<file path="src/rtl/demux_stream.sv">
// demux_stream: 1-to-NCH valid/ready stream demultiplexer with one holding slot per channel
//   clk, rst_n            rising-edge clock, asynchronous active-low reset
//   in_valid/in_ready     producer handshake; in_data payload, in_sel destination channel
//   out_valid/out_ready   per-channel consumer handshake (bit k = channel k)
//   out_data              channel k payload at [k*DW +: DW]
//   err, err_clr          sticky illegal-select flag and its clear (only with DEMUX_STREAM_ERR_EN)
module demux_stream #(
  parameter int DW   = 8,
  parameter int NCH  = 8,
  parameter int SELW = 3
) (
  input  logic              clk,
  input  logic              rst_n,
`ifdef DEMUX_STREAM_ERR_EN
  input  logic              err_clr,
  output logic              err,
`endif
  input  logic              in_valid,
  output logic              in_ready,
  input  logic [DW-1:0]     in_data,
  input  logic [SELW-1:0]   in_sel,
  output logic [NCH-1:0]    out_valid,
  input  logic [NCH-1:0]    out_ready,
  output logic [NCH*DW-1:0] out_data
);
  localparam int NP = 1 << SELW;
  logic [NCH-1:0]    valid_q, valid_d, hit, load;
  logic [NCH*DW-1:0] data_q, data_d;
  logic [NP-1:0]     full_p, rdy_p;
  // Padding the slot state out to every select code makes illegal selects look EMPTY,
  // so they are always ready and their words fall on the floor.
  assign full_p   = NP'(valid_q);
  assign rdy_p    = NP'(out_ready);
  assign in_ready = ~full_p[in_sel] | rdy_p[in_sel];
  always_comb begin
    for (int k = 0; k < NCH; k++) begin
      hit[k]             = in_sel == SELW'(k);
      load[k]            = in_valid & in_ready & hit[k];
      valid_d[k]         = load[k] | (valid_q[k] & ~out_ready[k]);
      data_d[k*DW +: DW] = load[k] ? in_data : data_q[k*DW +: DW];
    end
  end
  always_ff @(posedge clk or negedge rst_n)
    if (!rst_n) begin
      valid_q <= '0;
      data_q  <= '0;
    end else begin
      valid_q <= valid_d;
      data_q  <= data_d;
    end
  assign out_valid = valid_q;
  assign out_data  = data_q;
`ifdef DEMUX_STREAM_ERR_EN
  logic err_q, err_d;
  // Set has priority over clear.
  assign err_d = (in_valid & ~|hit) | (err_q & ~err_clr);
  always_ff @(posedge clk or negedge rst_n)
    if (!rst_n) err_q <= 1'b0;
    else        err_q <= err_d;
  assign err = err_q;
`endif
endmodule

</file>
<file path="config.mk">
export PLATFORM = sky130hd
export DESIGN_NAME = demux_stream
export DESIGN_NICKNAME = d
export VERILOG_FILES = /design/src/rtl/demux_stream.sv
export SDC_FILE = /design/constraint.sdc
export NUM_CORES = 1
export LEC_CHECK = 0
export ABC_AREA = 1
export CORE_MARGIN = 2
export CORE_UTILIZATION = 30
export DETAILED_ROUTE_END_ITERATION = 8
export PLACE_DENSITY = 0.55
export SLEW_MARGIN = 25
export SYNTH_ARGS = -nofsm -noshare
export SYNTH_HDL_FRONTEND = slang
export SYNTH_SLANG_ARGS = --single-unit
</file>
<file path="constraint.sdc">
create_clock -name clk -period 5.1 [get_ports clk]
set_input_delay 1.53 -clock clk [delete_from_list [all_inputs] [get_ports clk]]
set_output_delay 1.53 -clock clk [all_outputs]
set_load 0.02 [all_outputs]
</file>
Word level (Yosys, flattened, before mapping):

Index checks and enable logic that the tools add are counted.
Widths: inputs -> output; s select.

* bits in registers: 72
* input bits: 22
* output and inout port bits: 73

* multiplexer cells: 4
* order comparisons: 1
* equal/unequal tests: 7
* bitwise operators: 35
* reductions and logical operators: 1

Operators by type and width (count)
* $and 1x1->1: 17
* $eq 3x3->1 const B: 4
* $not 1->1: 9
* $or 1x1->1: 9
* $bmux 1 s3: 2
* $eq 3x2->1 const B: 2
* $lt 3x4->1 const B: 1
* $eq 3x1->1 const B: 1
* $logic_not 3->1: 1
* $mux 1: 2

Logic depth before layout (Yosys ltp):

Gate-level depths: netlist of run 1.

* depth after elaboration: 7
* gate-level depth with buffers: 11
* depth with buffers taken out: 10

Worst setup path after synthesis of run 1:

OpenSTA, ideal clock, no wires.

* path kind: input port to output port
* from: input in_sel[1]
* to: output in_ready
* path buffers: 1
* setup slack: 1.195 ns
* cell stages on the path: 7
* arrival time: 2.375 ns
* data required time: 3.570 ns
* cell sequence: buf_4 nand3_1 nand2_1 nor2_1 nand3_4 nand2_4 inv_1

* cells in the longest elaborated chain, start to end: 4

Ends and longest elaborated chain
* start, declared: line 21 `input logic [SELW-1:0] in_sel,`
* $bmux 1 s3: line 34 `assign in_ready = ~full_p[in_sel] | rdy_p[in_sel];`
* $mux 1 (implied by the code): line 34
* $not 1->1: line 34
* $or 1x1->1 (*): line 34
* end, declared: line 19 `output logic in_ready,`

Every way passes the cells marked *; elsewhere a longest branch is shown, timed or not. The select of a mux whose other input is x is not followed.

Worst setup path after layout of run 1:

Ends and elaborated chain as after synthesis.

==> flow_summary.json, run 1 <==
{
  "cp.arrival_ns": 3.41,
  "outcome": "complete, no violations",
  "synth.most_common_cell": "nand2_1",
  "worstPathRequired_ns": 3.57,
  "initial_core_util_pct": 31.0,
  "die_x_um": 107,
  "cts_made_buffers": 9,
  "maxSlewViolCount": 0,
  "placedInstanceArea_um2": 4220,
  "cts_resized": 0,
  "grt_antenna_before_repair": 0,
  "synth_area_per_cell_um2": 8.99,
  "hold_viol": 0,
  "dp_hpwl_mm": 6.43,
  "grt_pass1_vias": 2597,
  "crit_slowest_cell": "clkdlybuf4s50_1",
  "vias_per_cell": 4.65,
  "grt_pass1_wl_mm": 14.6,
  "synth_cells": 356,
  "cp_top_family": "buffers and inverters",
  "synthFlopType": "dfrtp_1",
  "drt_pass1_iterations": 9,
  "leakagePower_uw": 0.00221,
  "tightest_slew_ns": 0.815,
  "totalWireLength_mm": 9.43,
  "swShare_pct": 31.8,
  "holdPathStages": 2,
  "fillers": 1021,
  "setup-violations-final": 0,
  "vdd_drop_max_mv": 0.172,
  "dieArea_um2": 11500,
  "worst-path-max-fanout": 10,
  "drive_gt1_share_pct": 9.71,
  "fmax_mhz": 203,
  "place_congestion": 0.748,
  "grt_util_all_layers_pct": 16.7,
  "rsz0062_at_grt": "no",
  "yosys_register_bits": 72,
  "netlist.area_leader.share_pct": 56.3,
  "clock-root-buffer": "clkbuf_8",
  "wire_per_inst_um": 16.0,
  "slowest_delay_ns": 0.53,
  "placedCellCount": 573,
  "netlist_area_um2": 3200,
  "seq_power_share_pct": 39.9,
  "cp_common_cell": "clkdlybuf4s50_1",
  "drt-initial-drc-count": 84,
  "post_cts_buffers": 0,
  "overflow": 0,
  "cts_hold_buffers": 0,
  "insertion_delay_ns": 0.34,
  "htreeDepth": 3,
  "finalInstanceArea_um2": 4460,
  "antennaDiodeCount": 0,
  "num-nets-final": 470,
  "drtAntennaViolNets": 0,
  "cp-start-kind": "input pin",
  "vias": 2737,
  "clkPwrFrac_pct": 28.8,
  "finClkSkew_ns": 0.00988,
  "clkTransAtPathRegs_ns": 0.08,
  "maxCapViolCount": 0,
  "internal_power_uw": 1300,
  "synth-edff-count": 0,
  "synth_area_leaders": "dfrtp_1 (56%), nand2_1 (17%), nand3_1 (11%)",
  "switching_power_uw": 608,
  "io_pins": 95,
  "io_buffers": 94,
  "cts_tree": "built",
  "yosys.area.top_type": "dfrtp_1",
  "critPathKind": "in -> out",
  "fp.coreArea_um2": 10300,
  "relSlewSlack_pct": 45.7,
  "crit_cells": 10,
  "syn_nets": 378,
  "grt_max_degree": 65,
  "ys_types": 21,
  "yosysWarnings": 0,
  "area_growth_pct": 39.5,
  "critPathBufInv": 4,
  "end_kind": "output pin",
  "clk_path_buf_depth": 2,
  "fin_setup_tns_ns": 0,
  "num_rows": 37,
  "final.min_clock_period_ns": 4.94,
  "critical_path.cell_chain": "clkdlybuf4s50_1, buf_4, nor2_4, nand2_1, nand3_1, nor2_2, nand2_8, nand2_4, inv_1, clkdlybuf4s50_1",
  "hp-class": "reg -> reg",
  "ys_seq_area_share_pct": 56.3,
  "yosys-top-cells-count": "nand2_1 (145), nand3_1 (73), dfrtp_1 (72)",
  "async_reset_ff_share_pct": 100,
  "pwr-share-comb_pct": 31.3,
  "drc": 0,
  "final_cells": 589,
  "cts_sinks": 72,
  "post-route-period-util_pct": 96.8,
  "fp.dieH_um": 107,
  "power.density_nw_per_um2": 428,
  "r2r_cells": 7
}
==> cells by family (layout without fill, tap and decap cells) <==
kind of cell    after synthesis  after routing  share of synthesized area (%)
simple gates                244            244                           36.9
flops                        72             72                           56.3
buf+inv                      32            129                           5.55
compound gates                8              8                           1.25
==> registers in the layout, indices dropped and copies added, names as in the netlist <==
name       cells
out_data      64
out_valid      8
==> worst paths after layout <==
kind	startpoint	endpoint	slack (ns)
setup / recovery	in_sel[1]	in_ready	0.16
hold / removal	out_data[61]	out_data[61]	0.48
setup reg to reg	out_valid[6]	out_data[14]	3.21
hold reg to reg	out_data[61]	out_data[61]	0.48
max in group asynchronous	rst_n	out_data[9]	2.84
min in group asynchronous	rst_n	out_data[38]	1.28
==> metal layers <==
layer	GRT usage, %	vias to the layer above	wire length (µm)
met2	25.0	71	4320
met4	5.01	0	114
li1	-	1332	-
met1	24.7	1324	4530
met5	0	-	0
met3	2.66	10	463
==> through the flow <==
stage               utilization [%]  setup WS, ns  hold WS [ns]  power, µW
floorplan                         -          1.20         0.590       1060
global placement               40.9         0.183         0.466       1370
detailed placement             40.9         0.149         0.468       1380
CTS                            43.2         0.148         0.490       1930
global route                   43.2        0.0205         0.505       2010
finish                         43.2         0.162         0.484       1910
==> tightest hold or removal path, cell delays in order (launching register included) <==
cell	delay, ns
dfrtp_1	0.35
nand2_1	0.05
nand2_1	0.06
==> layout make-up <==
type / count / area, µm² / area share [%]
sequential: 72 / 1800 / 40.4
multi-input combinational: 252 / 1220 / 27.3
timing repair buffer: 99 / 973 / 21.8
tap: 136 / 170 / 3.81
clock buffer: 11 / 141 / 3.17
clock inverter: 5 / 104 / 2.33
inverter: 14 / 52.6 / 1.18
==> placed cells by master (no fill, tap or decap) <==
master / instances
nand2_1: 145
clkdlybuf4s50_1: 93
nand3_1: 73
dfrtp_1: 72
inv_1: 14
clkbuf_8: 10
nor2_2: 9
nand4_2: 7
o21ai_0: 7
buf_4: 5
bufinv_16: 3
nand2_4: 2
nor2_1: 2
nor2_4: 1
nand4_4: 1
nand2_8: 1
a21oi_1: 1
nand3_4: 1
nand4_1: 1
nor2_8: 1
clkinv_2: 1
clkinv_4: 1
clkbuf_1: 1
buf_2: 1
==> power by group through the flow <==
stage | Clock [µW] | Combinational (µW) | Sequential (µW)
2_1_floorplan | 0 | 151 | 910
3_3_place_gp | 0 | 598 | 773
3_5_place_dp | 0 | 604 | 774
4_1_cts | 564 | 607 | 765
5_1_grt | 590 | 641 | 776
6_report | 551 | 598 | 762
Note: power is estimated with default switching activity, not from simulation.
==> run 2, diff against run 1 <==
--- a/config.mk
+++ b/config.mk
@@ -6,7 +6,7 @@
 export NUM_CORES = 1
 export LEC_CHECK = 0
 export ABC_AREA = 1
-export CORE_MARGIN = 2
+export CORE_MARGIN = 5
 export CORE_UTILIZATION = 30
 export DETAILED_ROUTE_END_ITERATION = 8
 export PLACE_DENSITY = 0.55
==> run 2 against run 1 <==
  * Flip-flop and latch count stayed put
  * Power is 5.8% lower
  * Count of clock-buffer cells in the layout is 1 higher
  * Die area is 11% higher
  * Maximum frequency is 0.27% lower
  * Sequential power hardly changed
  * Core utilization is 0.72 points lower
  * Register-to-register slack better by 0.04 ns
  * Critical path depth stayed put
  * Largest cell class unchanged
  * Largest power group unchanged
==> flow_summary.json, run 2 (synthesis gave the netlist of run 1 again) <==
{
  "grt_util_all_layers_pct": 16.0,
  "seq_power_share_pct": 42.5,
  "fmax_mhz": 202,
  "clkPwrFrac_pct": 24.2,
  "pwr-share-comb_pct": 33.3,
  "fp.dieH_um": 113,
  "post_cts_buffers": 0,
  "fp.coreArea_um2": 10400,
  "end_kind": "output pin",
  "io_buffers": 94,
  "finClkSkew_ns": 0.00870,
  "clkTransAtPathRegs_ns": 0.08,
  "cts_tree": "built",
  "place_congestion": 0.790,
  "power.density_nw_per_um2": 408,
  "worstPathRequired_ns": 3.57,
  "io_pins": 95,
  "cts_hold_buffers": 0,
  "cts_resized": 0,
  "antennaDiodeCount": 0,
  "vdd_drop_max_mv": 0.160,
  "final.min_clock_period_ns": 4.95,
  "worst-path-max-fanout": 7,
  "placedCellCount": 574,
  "hold_viol": 0,
  "drc": 0,
  "num-nets-final": 471,
  "grt_pass1_wl_mm": 15.9,
  "final_cells": 590,
  "dp_hpwl_mm": 6.71,
  "internal_power_uw": 1190,
  "drt-initial-drc-count": 128,
  "leakagePower_uw": 0.00218,
  "rsz0062_at_grt": "no",
  "final_common_cell": "nand2_1",
  "tightest_slew_ns": 0.810,
  "switching_power_uw": 611,
  "grt_max_degree": 65,
  "num_rows": 37,
  "setup-violations-final": 0,
  "grt_pass1_vias": 2795,
  "hp-class": "reg -> reg",
  "totalWireLength_mm": 9.83,
  "drtAntennaViolNets": 0,
  "maxCapViolCount": 0,
  "insertion_delay_ns": 0.34,
  "clk_path_buf_depth": 2,
  "largest_register_ffs": 64,
  "area_growth_pct": 37.8,
  "dieArea_um2": 12800,
  "cp.arrival_ns": 3.42,
  "vias_per_cell": 4.68,
  "maxSlewViolCount": 0,
  "cts_sinks": 72,
  "cp-start-kind": "input pin",
  "post-route-period-util_pct": 97.1,
  "drive_gt1_share_pct": 9.47,
  "wire_per_inst_um": 16.7,
  "critPathKind": "in -> out",
  "swShare_pct": 33.9,
  "initial_core_util_pct": 30.9,
  "outcome": "complete, no violations",
  "htreeDepth": 3,
  "vias": 2760,
  "grt_antenna_before_repair": 0,
  "final_cell_mix": "nand2_1 (145), clkdlybuf4s50_1 (93), nand3_1 (73), dfrtp_1 (72), inv_1 (14)",
  "clock-root-buffer": "clkbuf_8",
  "drt_pass1_iterations": 4,
  "cts_made_buffers": 9,
  "fin_setup_tns_ns": 0,
  "die_x_um": 113,
  "overflow": 0,
  "relSlewSlack_pct": 46.0
}
-- run 2: per-stage QoR --
step           util [%]  instance area (µm²)  setup WS, ns  power, µW  hold WS (ns)
2_1_floorplan         -                 3200          1.20       1060         0.590
3_3_place_gp       40.7                 4230         0.190       1380         0.468
3_5_place_dp       40.7                 4230         0.147       1380         0.466
4_1_cts            42.5                 4410         0.141       1830         0.486
5_1_grt            42.5                 4410        0.0473       1910         0.502
6_report           42.5                 4410         0.148       1800         0.481
-- run 2: critical path, stage by stage --
cell and delay [ns]:
clkdlybuf4s50_1 0.56, buf_4 0.19, nor2_4 0.05, nand2_1 0.05, nand3_1 0.07, nor2_2 0.20, nand2_8 0.07, nand2_4 0.09
inv_1 0.07, clkdlybuf4s50_1 0.54
-- run 2: final timing paths --
| check | slack [ns] | endpoint | startpoint | cells after the start |
|---|---|---|---|---|
| max in group asynchronous | 3.09 | out_valid[5] | rst_n | 2 |
| min reg2reg | 0.48 | out_data[17] | out_data[17] | 2 |
| max reg2reg | 3.25 | out_data[28] | out_valid[7] | 7 |
| min in group asynchronous | 1.16 | out_data[24] | rst_n | 1 |
| max | 0.15 | in_ready | in_sel[1] | 10 |
| min | 0.48 | out_data[17] | out_data[17] | 2 |
-- run 2: layout make-up --
type,instances,area (µm²)
inverter,14,52.6
multi-input combinational,252,1220
tap,136,170
sequential,72,1800
fill,1065,5960
clock inverter,4,45.0
clock buffer,12,135
timing repair buffer,100,983
-- run 2: layer usage --
layer / vias to the layer above / global-route usage, % / routed length [µm]
met3: 17 / 3.80 / 637
met5: - / 0 / 0
li1: 1334 / - / -
met1: 1301 / 23.1 / 4670
met4: 0 / 5.77 / 173
met2: 108 / 23.2 / 4350
-- run 2: power groups by stage --
stage          clock network [µW]  registers [µW]  logic [µW]
2_1_floorplan                   0             910         151
3_3_place_gp                    0             775         601
3_5_place_dp                    0             774         607
4_1_cts                       450             767         610
5_1_grt                       479             781         647
6_report                      435             765         600
